===== src/rtl/rssi_gain_comp_mc.sv =====
// Multi-channel RSSI with gain compensation: delays per-channel gain words to
// line up with IQ power, forms clamped RSSI, picks the strongest channel, snapshots.
module rssi_gain_comp_mc #(
  parameter int NUM_CH                = 2,
  parameter int GPIO_STATUS_WIDTH     = 8,
  parameter int GAIN_BITS             = 7,
  parameter int DELAY_CTL_WIDTH       = 7,
  parameter int IQ_RSSI_HALF_DB_WIDTH = 9,
  parameter int RSSI_HALF_DB_WIDTH    = 11,
  localparam int CH_IDX_W = (NUM_CH > 1) ? $clog2(NUM_CH) : 1
) (
  input  logic                                    clk,
  input  logic                                    rstn,
  input  logic [DELAY_CTL_WIDTH-1:0]              delay_ctl,
  input  logic [NUM_CH*RSSI_HALF_DB_WIDTH-1:0]    rssi_half_db_offset,
  input  logic [NUM_CH*IQ_RSSI_HALF_DB_WIDTH-1:0] iq_rssi_half_db,
  input  logic                                    iq_rssi_half_db_valid,
  input  logic [NUM_CH*GPIO_STATUS_WIDTH-1:0]     gpio_status,
  input  logic                                    pkt_header_valid_strobe,
  output logic [NUM_CH*RSSI_HALF_DB_WIDTH-1:0]    rssi_half_db,
  output logic                                    rssi_half_db_valid,
  output logic [CH_IDX_W-1:0]                     best_ch,
  output logic [RSSI_HALF_DB_WIDTH-1:0]           best_rssi_half_db,
  output logic                                    best_valid,
  output logic [NUM_CH*RSSI_HALF_DB_WIDTH-1:0]    rssi_lock,
  output logic [NUM_CH*GPIO_STATUS_WIDTH-1:0]     gpio_status_lock,
  output logic [CH_IDX_W-1:0]                     best_ch_lock,
  output logic                                    lock_valid
);

  localparam int W     = RSSI_HALF_DB_WIDTH;
  localparam int IW    = IQ_RSSI_HALF_DB_WIDTH;
  localparam int GW    = GAIN_BITS;
  localparam int GSW   = GPIO_STATUS_WIDTH;
  localparam int DCW   = DELAY_CTL_WIDTH;
  localparam int SW    = W + 2;
  localparam int DEPTH = 2 ** DCW;

  localparam logic [DCW-1:0] CNT_MAX = '1;
  localparam logic signed [SW-1:0] SAT_HI = {3'b000, {(W-1){1'b1}}};
  localparam logic signed [SW-1:0] SAT_LO = {3'b111, {(W-1){1'b0}}};

  logic [NUM_CH*GW-1:0] gain_in;
  logic [NUM_CH*GW-1:0] gain_sel;
  logic [NUM_CH*GW-1:0] gain_s1;
  logic [NUM_CH*IW-1:0] iq_s1;
  logic [NUM_CH*GW-1:0] dline [DEPTH];
  logic [DCW-1:0]       wr_ptr;
  logic [DCW-1:0]       rd_ptr;
  logic [DCW-1:0]       d_q;
  logic [DCW-1:0]       prime_cnt;
  logic [DCW-1:0]       cnt_eff;
  logic                 fire;
  logic                 v1;
  logic                 seen;
  logic [NUM_CH*W-1:0]  rssi_nxt;
  logic [CH_IDX_W-1:0]  bi;
  logic [W-1:0]         bv;

  always_comb begin
    gain_in = '0;
    for (int c = 0; c < NUM_CH; c++)
      gain_in[c*GW +: GW] = gpio_status[c*GSW +: GW];
  end

  // Gain history; only written, never reset
  always_ff @(posedge clk) begin
    if (iq_rssi_half_db_valid)
      dline[wr_ptr] <= gain_in;
  end

  assign rd_ptr   = wr_ptr - delay_ctl;
  assign gain_sel = (delay_ctl == '0) ? gain_in : dline[rd_ptr];

  // A delay change restarts priming from this very cycle
  assign cnt_eff = (delay_ctl != d_q) ? '0 : prime_cnt;
  assign fire    = iq_rssi_half_db_valid && (cnt_eff >= delay_ctl);

  function automatic logic [W-1:0] comp(
    input logic [W-1:0]  off,
    input logic [IW-1:0] iq,
    input logic [GW-1:0] g
  );
    logic signed [SW-1:0] s;
    s = SW'($signed(off)) + SW'($signed(iq))
      - $signed({{(SW-GW-1){1'b0}}, g, 1'b0});
    if (s > SAT_HI)
      s = SAT_HI;
    else if (s < SAT_LO)
      s = SAT_LO;
    return s[W-1:0];
  endfunction

  always_comb begin
    rssi_nxt = '0;
    for (int c = 0; c < NUM_CH; c++)
      rssi_nxt[c*W +: W] = comp(rssi_half_db_offset[c*W +: W],
                                iq_s1[c*IW +: IW],
                                gain_s1[c*GW +: GW]);
  end

  // Strict compare keeps the lowest index on ties
  always_comb begin
    bi = '0;
    bv = rssi_half_db[W-1:0];
    for (int c = 1; c < NUM_CH; c++) begin
      if ($signed(rssi_half_db[c*W +: W]) > $signed(bv)) begin
        bv = rssi_half_db[c*W +: W];
        bi = CH_IDX_W'(c);
      end
    end
  end

  always_ff @(posedge clk) begin
    if (!rstn) begin
      wr_ptr             <= '0;
      d_q                <= '0;
      prime_cnt          <= '0;
      v1                 <= 1'b0;
      iq_s1              <= '0;
      gain_s1            <= '0;
      rssi_half_db       <= '0;
      rssi_half_db_valid <= 1'b0;
      best_ch            <= '0;
      best_rssi_half_db  <= '0;
      best_valid         <= 1'b0;
      seen               <= 1'b0;
      rssi_lock          <= '0;
      gpio_status_lock   <= '0;
      best_ch_lock       <= '0;
      lock_valid         <= 1'b0;
    end else begin
      d_q <= delay_ctl;
      if (iq_rssi_half_db_valid) begin
        wr_ptr    <= wr_ptr + 1'b1;
        prime_cnt <= (cnt_eff == CNT_MAX) ? CNT_MAX : cnt_eff + 1'b1;
      end else begin
        prime_cnt <= cnt_eff;
      end
      v1 <= fire;
      if (fire) begin
        iq_s1   <= iq_rssi_half_db;
        gain_s1 <= gain_sel;
      end
      rssi_half_db_valid <= v1;
      if (v1)
        rssi_half_db <= rssi_nxt;
      best_valid <= rssi_half_db_valid;
      if (rssi_half_db_valid) begin
        best_ch           <= bi;
        best_rssi_half_db <= bv;
        seen              <= 1'b1;
      end
      if (pkt_header_valid_strobe && (seen || rssi_half_db_valid)) begin
        rssi_lock        <= rssi_half_db;
        gpio_status_lock <= gpio_status;
        best_ch_lock     <= best_ch;
        lock_valid       <= 1'b1;
      end
    end
  end

endmodule


===== config.mk =====
export PLATFORM = sky130hd
export DESIGN_NAME = rssi_gain_comp_mc
export DESIGN_NICKNAME = d
export VERILOG_FILES = /design/src/rtl/rssi_gain_comp_mc.sv
export SDC_FILE = /design/constraint.sdc
export NUM_CORES = 2
export LEC_CHECK = 0
export CORE_UTILIZATION = 60
export DETAILED_ROUTE_END_ITERATION = 8
export PLACE_DENSITY = 0.8
export SKIP_CTS_REPAIR_TIMING = 1
export SLEW_MARGIN = 40
export SYNTH_ARGS = -nofsm -noshare
export SYNTH_HDL_FRONTEND = slang
export SYNTH_SLANG_ARGS = --single-unit

===== constraint.sdc =====
create_clock -name clk -period 5.1 [get_ports clk]
set_input_delay 1.02 -clock clk [delete_from_list [all_inputs] [get_ports clk]]
set_output_delay 1.02 -clock clk [all_outputs]
set_load 0.01 [all_outputs]

### Yosys cells after proc, flatten, opt, wreduce, memory -nomap -nowiden

Memory sizes are Yosys's and may differ from the RTL's. A register that Yosys moved wholly into a read port is not among the register bits.
Cells that the tools add are included.

* register bits after elaboration: 117
* RAM bits: 1792
* bits of input ports: 67
* output and inout bits: 76
* logic and storage cells: 46
* memories: 1

Memory list
* dline: depth 128, width 14, rd ports 1, clocked after Yosys merged registers in 1, wr ports 1, line 47 `logic [NUM_CH*GW-1:0] dline [DEPTH];`

* $add $sub $neg: 7
* order comparisons: 6
* equal/unequal tests: 2
* multiplexer cells: 11
* reduce and logical (&&, ||, !) cells: 4

Operators by type and width (number)
* 2-to-1 mux 11 bit: 5
* > comparator 13 x 11 -> 1 bit (second input constant): 2
* less-than comparator 13 x 11 -> 1 bit (second input constant): 2
* subtractor 12 x 9 -> 13 bit: 2
* adder 11 x 9 -> 12 bit: 2
* 2-to-1 mux 7 bit: 3
* adder 7 x 1 -> 7 bit (second input constant): 2
* > comparator 11 bit: 1
* equality test 7 bit (second input constant): 1
* greater-or-equal comparator 7 bit: 1
* inequality test 7 bit: 1
* subtractor 7 bit: 1
* 2-to-1 mux 1 bit: 3
* logical AND 1 bit: 2
* logical NOT 1 bit: 1
* logical OR 1 bit: 1

### Logic depth before layout (Yosys ltp)

* depth after elaboration: 5
* depth in mapped cells: 17
* gate-level depth less buffers: 14

### Worst setup path after synthesis

No wires, ideal clock.

* path kind: input to register
* start: in delay_ctl[0]
* end: reg gain_s1[8], read port of dline
* setup time: 0.134 ns
* arrival time: 3.901 ns
* setup slack: 1.065 ns
* cell stages on the path: 11
* cells stage by stage: ha_1 -> inv_1 -> fa_1 -> buf_4 -> clkbuf_1 -> clkbuf_1 -> mux4_2 -> mux4_2 -> nand2_1 -> a21oi_1 -> or4b_1

* cells in the longest elaborated chain, start to end: 4
* elaborated cells between the ends (all ways): 5

Ends and longest elaborated chain
* start: declaration: line 14 `input logic [DELAY_CTL_WIDTH-1:0] delay_ctl,`
* inequality test 7 bit: line 76 `assign cnt_eff = (delay_ctl != d_q) ? '0 : prime_cnt;`
* 2-to-1 mux 7 bit: line 76
* greater-or-equal comparator 7 bit: line 77 `assign fire = iq_rssi_half_db_valid && (cnt_eff >= delay_ctl);`
* logical AND 1 bit: line 77
* end: declaration: line 45 `logic [NUM_CH*GW-1:0] gain_s1;`

Several ways; a longest one is shown, not always the timed one.
A chain may end at the register's enable or synchronous reset.

### Worst setup path after layout

* start: in delay_ctl[0]
* end: reg gain_s1[2], read port of dline

Same word-level chain as after synthesis.

==> flow_metrics.tcl <==
set metrics [dict create \
    fin_skew_ps 29.9 \
    post_dp_cell_area_um2 82200 \
    dpl.hpwl_mm 122 \
    area_delta_synth_final_pct 14.4 \
    rr_worst_depth 13 \
    synth_ff_type "edfxtp_1" \
    die_h_um 360 \
    register_area_um2 56400 \
    cts.sinks 1923 \
    wl_mm 209 \
    multi_input_area_um2 19100 \
    hold_viol 0 \
    cp_max_fo 49 \
    grt_pass1_wl_mm 303 \
    slew_headroom_pct 37.5 \
    drc 0 \
    drv_cap 0 \
    rsz0062_at_grt "no" \
    initial_core_util_pct 60.8 \
    cpLargestDelayFamily "buffers and inverters" \
    fin_cells 6256 \
    syn_avg_cell_area_um2 19.0 \
    end_kind "flip-flop" \
    reg2reg_slack_ps 750 \
    ios 143 \
    drt-initial-drc-count 7170 \
    outcome "complete, no violations" \
    gr-max-usage-layer "met2" \
    grt_pass1_vias 43132 \
    setup_viol 0 \
    synth_top_cell_by_area "edfxtp_1" \
    async_flop_share_pct 0 \
    design_area_um2 87800 \
    fmaxAchievable_mhz 220 \
    yosysMostFrequentCell "edfxtp_1" \
    vdd_drop_max_v 0.000393 \
    root_buffer "clkbuf_16" \
    required_ps 5840 \
    overflow 0 \
    viasPerCell 6.91 \
    crit_arrival_ps 5290 \
    start_kind "primary input" \
    clk_pin_slew_worst_paths_ps 60 \
    clk_latency_ps 820 \
    crit_slowest_cell "fa_4" \
    layout-drive-gt1-share_pct 24.4 \
    grt_max_degree 100 \
    use_met3_pct 8.43 \
    synth_top_area_share_pct 70.1 \
    ant_nets 0 \
    cts_buffer_depth 3 \
    io_buffers 142 \
    finalNetCount 4591 \
    wl_per_cell_um 33.5 \
    cts_max_level 4 \
    use_met2_pct 51.4 \
    hp-class "flip-flop to flip-flop" \
    ys_types 74 \
    yosys_warnings 0 \
    antenna_found_initial 7 \
    worst-setup-path-type "primary input to flip-flop" \
    synthTopCellsByArea "edfxtp_1 70%, mux4_2 14%, dfxtp_1 3.4%" \
    period_share_pct 89.1 \
    p_per_area_nw_per_um2 398 \
    worst-path-stages 13 \
    max_stage_delay_ps 910 \
    fillers 7244 \
    path_common_cell "buf_12" \
    numCtsBuffers 180 \
    vias 43222 \
    grt_use_met1_pct 43.3 \
    report.final.slew_viol_count 0 \
    synth.net_count 4173 \
    drt_first_pass_iters 6 \
    rows 130 \
    netlist_instances 4035 \
    syn_area_um2 76800 \
    yosysSeqAreaShare_pct 73.5 \
    ys_ff_latch 1923 \
    whs_path_depth 2 \
    finalCriticalPeriod_ps 4550 \
    place.gp.congestion 0.873 \
    synth-edff-count 1792 \
    p_leak_uw 0.0287 \
    cts_tree "built" \
    synth_common_cells "1,792 x edfxtp_1, 491 x mux4_2, 364 x nand2_1" \
    dp.cells 5921 \
    critPathBufInv 5 \
    coreArea_um2 126000 \
    tightest_slew_ps 930 \
    die-area_um2 129000 \
    path_cells "clkdlybuf4s50_1, ha_4, inv_1, fa_4, buf_12, buf_12, mux4_2, mux2_2, o22ai_1, buf_4, nor3_1, o31ai_1, a21oi_1" \
    track_usage_pct 32.7 \
    die_x_um 360 \
    finalSetupTns_ps 0 \
]
path summary, 6_finish.rpt:
path,from,end
max,delay_ctl[0],gain_s1[2]
min,gpio_status_lock[7],gpio_status_lock[7]
max reg2reg,wr_ptr[0],gain_s1[2]
min reg2reg,gpio_status_lock[7],gpio_status_lock[7]
through the flow:
| stage | power [µW] | hold slack, ps | util, % | worst slack (ps) |
|---|---|---|---|---|
| detailed placement | 22200 | 447 | 65.1 | -83.2 |
| floorplan | 20400 | 436 | - | 1070 |
| global placement | 22100 | 440 | 65.1 | -67.4 |
| finish | 35000 | 451 | 69.6 | 553 |
| CTS | 34900 | 456 | 69.6 | 662 |
| global route | 35700 | 471 | 69.6 | 529 |
report_power, final:
part / switching, µW / leakage, µW / internal, µW / total [µW]
clock: 5820 / 0.00272 / 7090 / 12900
sequential: 12.8 / 0.0172 / 17200 / 17300
combinational: 2750 / 0.00882 / 2050 / 4800
kinds of logic after synthesis:
kind of cell	synth area share, %
AOI/OAI and AO/OA	2.75
DFF	73.5
xor gates and xnor gates	0.526
buffers and inverters	1.87
muxes	15.5
adders and majority gates	1.30
and+or+nand+nor	4.49
layout by cell type (no fill, tap or decap), drive strengths merged, types with 24 or more instances in the layout:
| cell | synthesis | final |
|---|---|---|
| clkdlybuf4s50 | 0 | 127 |
| inv | 102 | 107 |
| nand2 | 364 | 364 |
| a311oi | 24 | 24 |
| edfxtp | 1792 | 1792 |
| xnor2 | 24 | 24 |
| clkinv | 0 | 83 |
| a21oi | 116 | 116 |
| nand3 | 79 | 79 |
| ha | 56 | 56 |
| dfxtp | 131 | 131 |
| mux4 | 491 | 491 |
| mux2i | 64 | 64 |
| clkbuf | 108 | 227 |
| nor2 | 198 | 198 |
| buf | 112 | 329 |
| o21ai | 50 | 50 |
| and3 | 33 | 33 |
layout make-up:
class                           instances  area share (%)
Timing Repair Buffer                  456            4.90
Antenna cell                            2         0.00570
Inverter                              102           0.437
Multi-Input combinational cell       1790            21.7
Clock inverter                        106           0.882
Sequential cell                      1923            64.3
Tap cell                             1650            2.35
Clock buffer                          227            5.48
registers in the layout, indices dropped and copies added, names as in the netlist, 11 cells and up:
signal             count
rssi_lock             22
rssi_half_db          22
best_rssi_half_db     11
iq_s1                 18
dline               1792
gpio_status_lock      16
gain_s1               14
worst min-delay path, cell delays in order, from the launching register on:
cell and delay, ps:
dfxtp_1 310, nand2_1 50, a21oi_1 50
layer usage:
metal  up-vias  routed length, µm
met2      3606              99500
met1     21864              70200
met3       718              28400
li1      17024                  -
met4        10              11100
met5         -                 69
No activity file was read; power rests on OpenSTA's default activity.
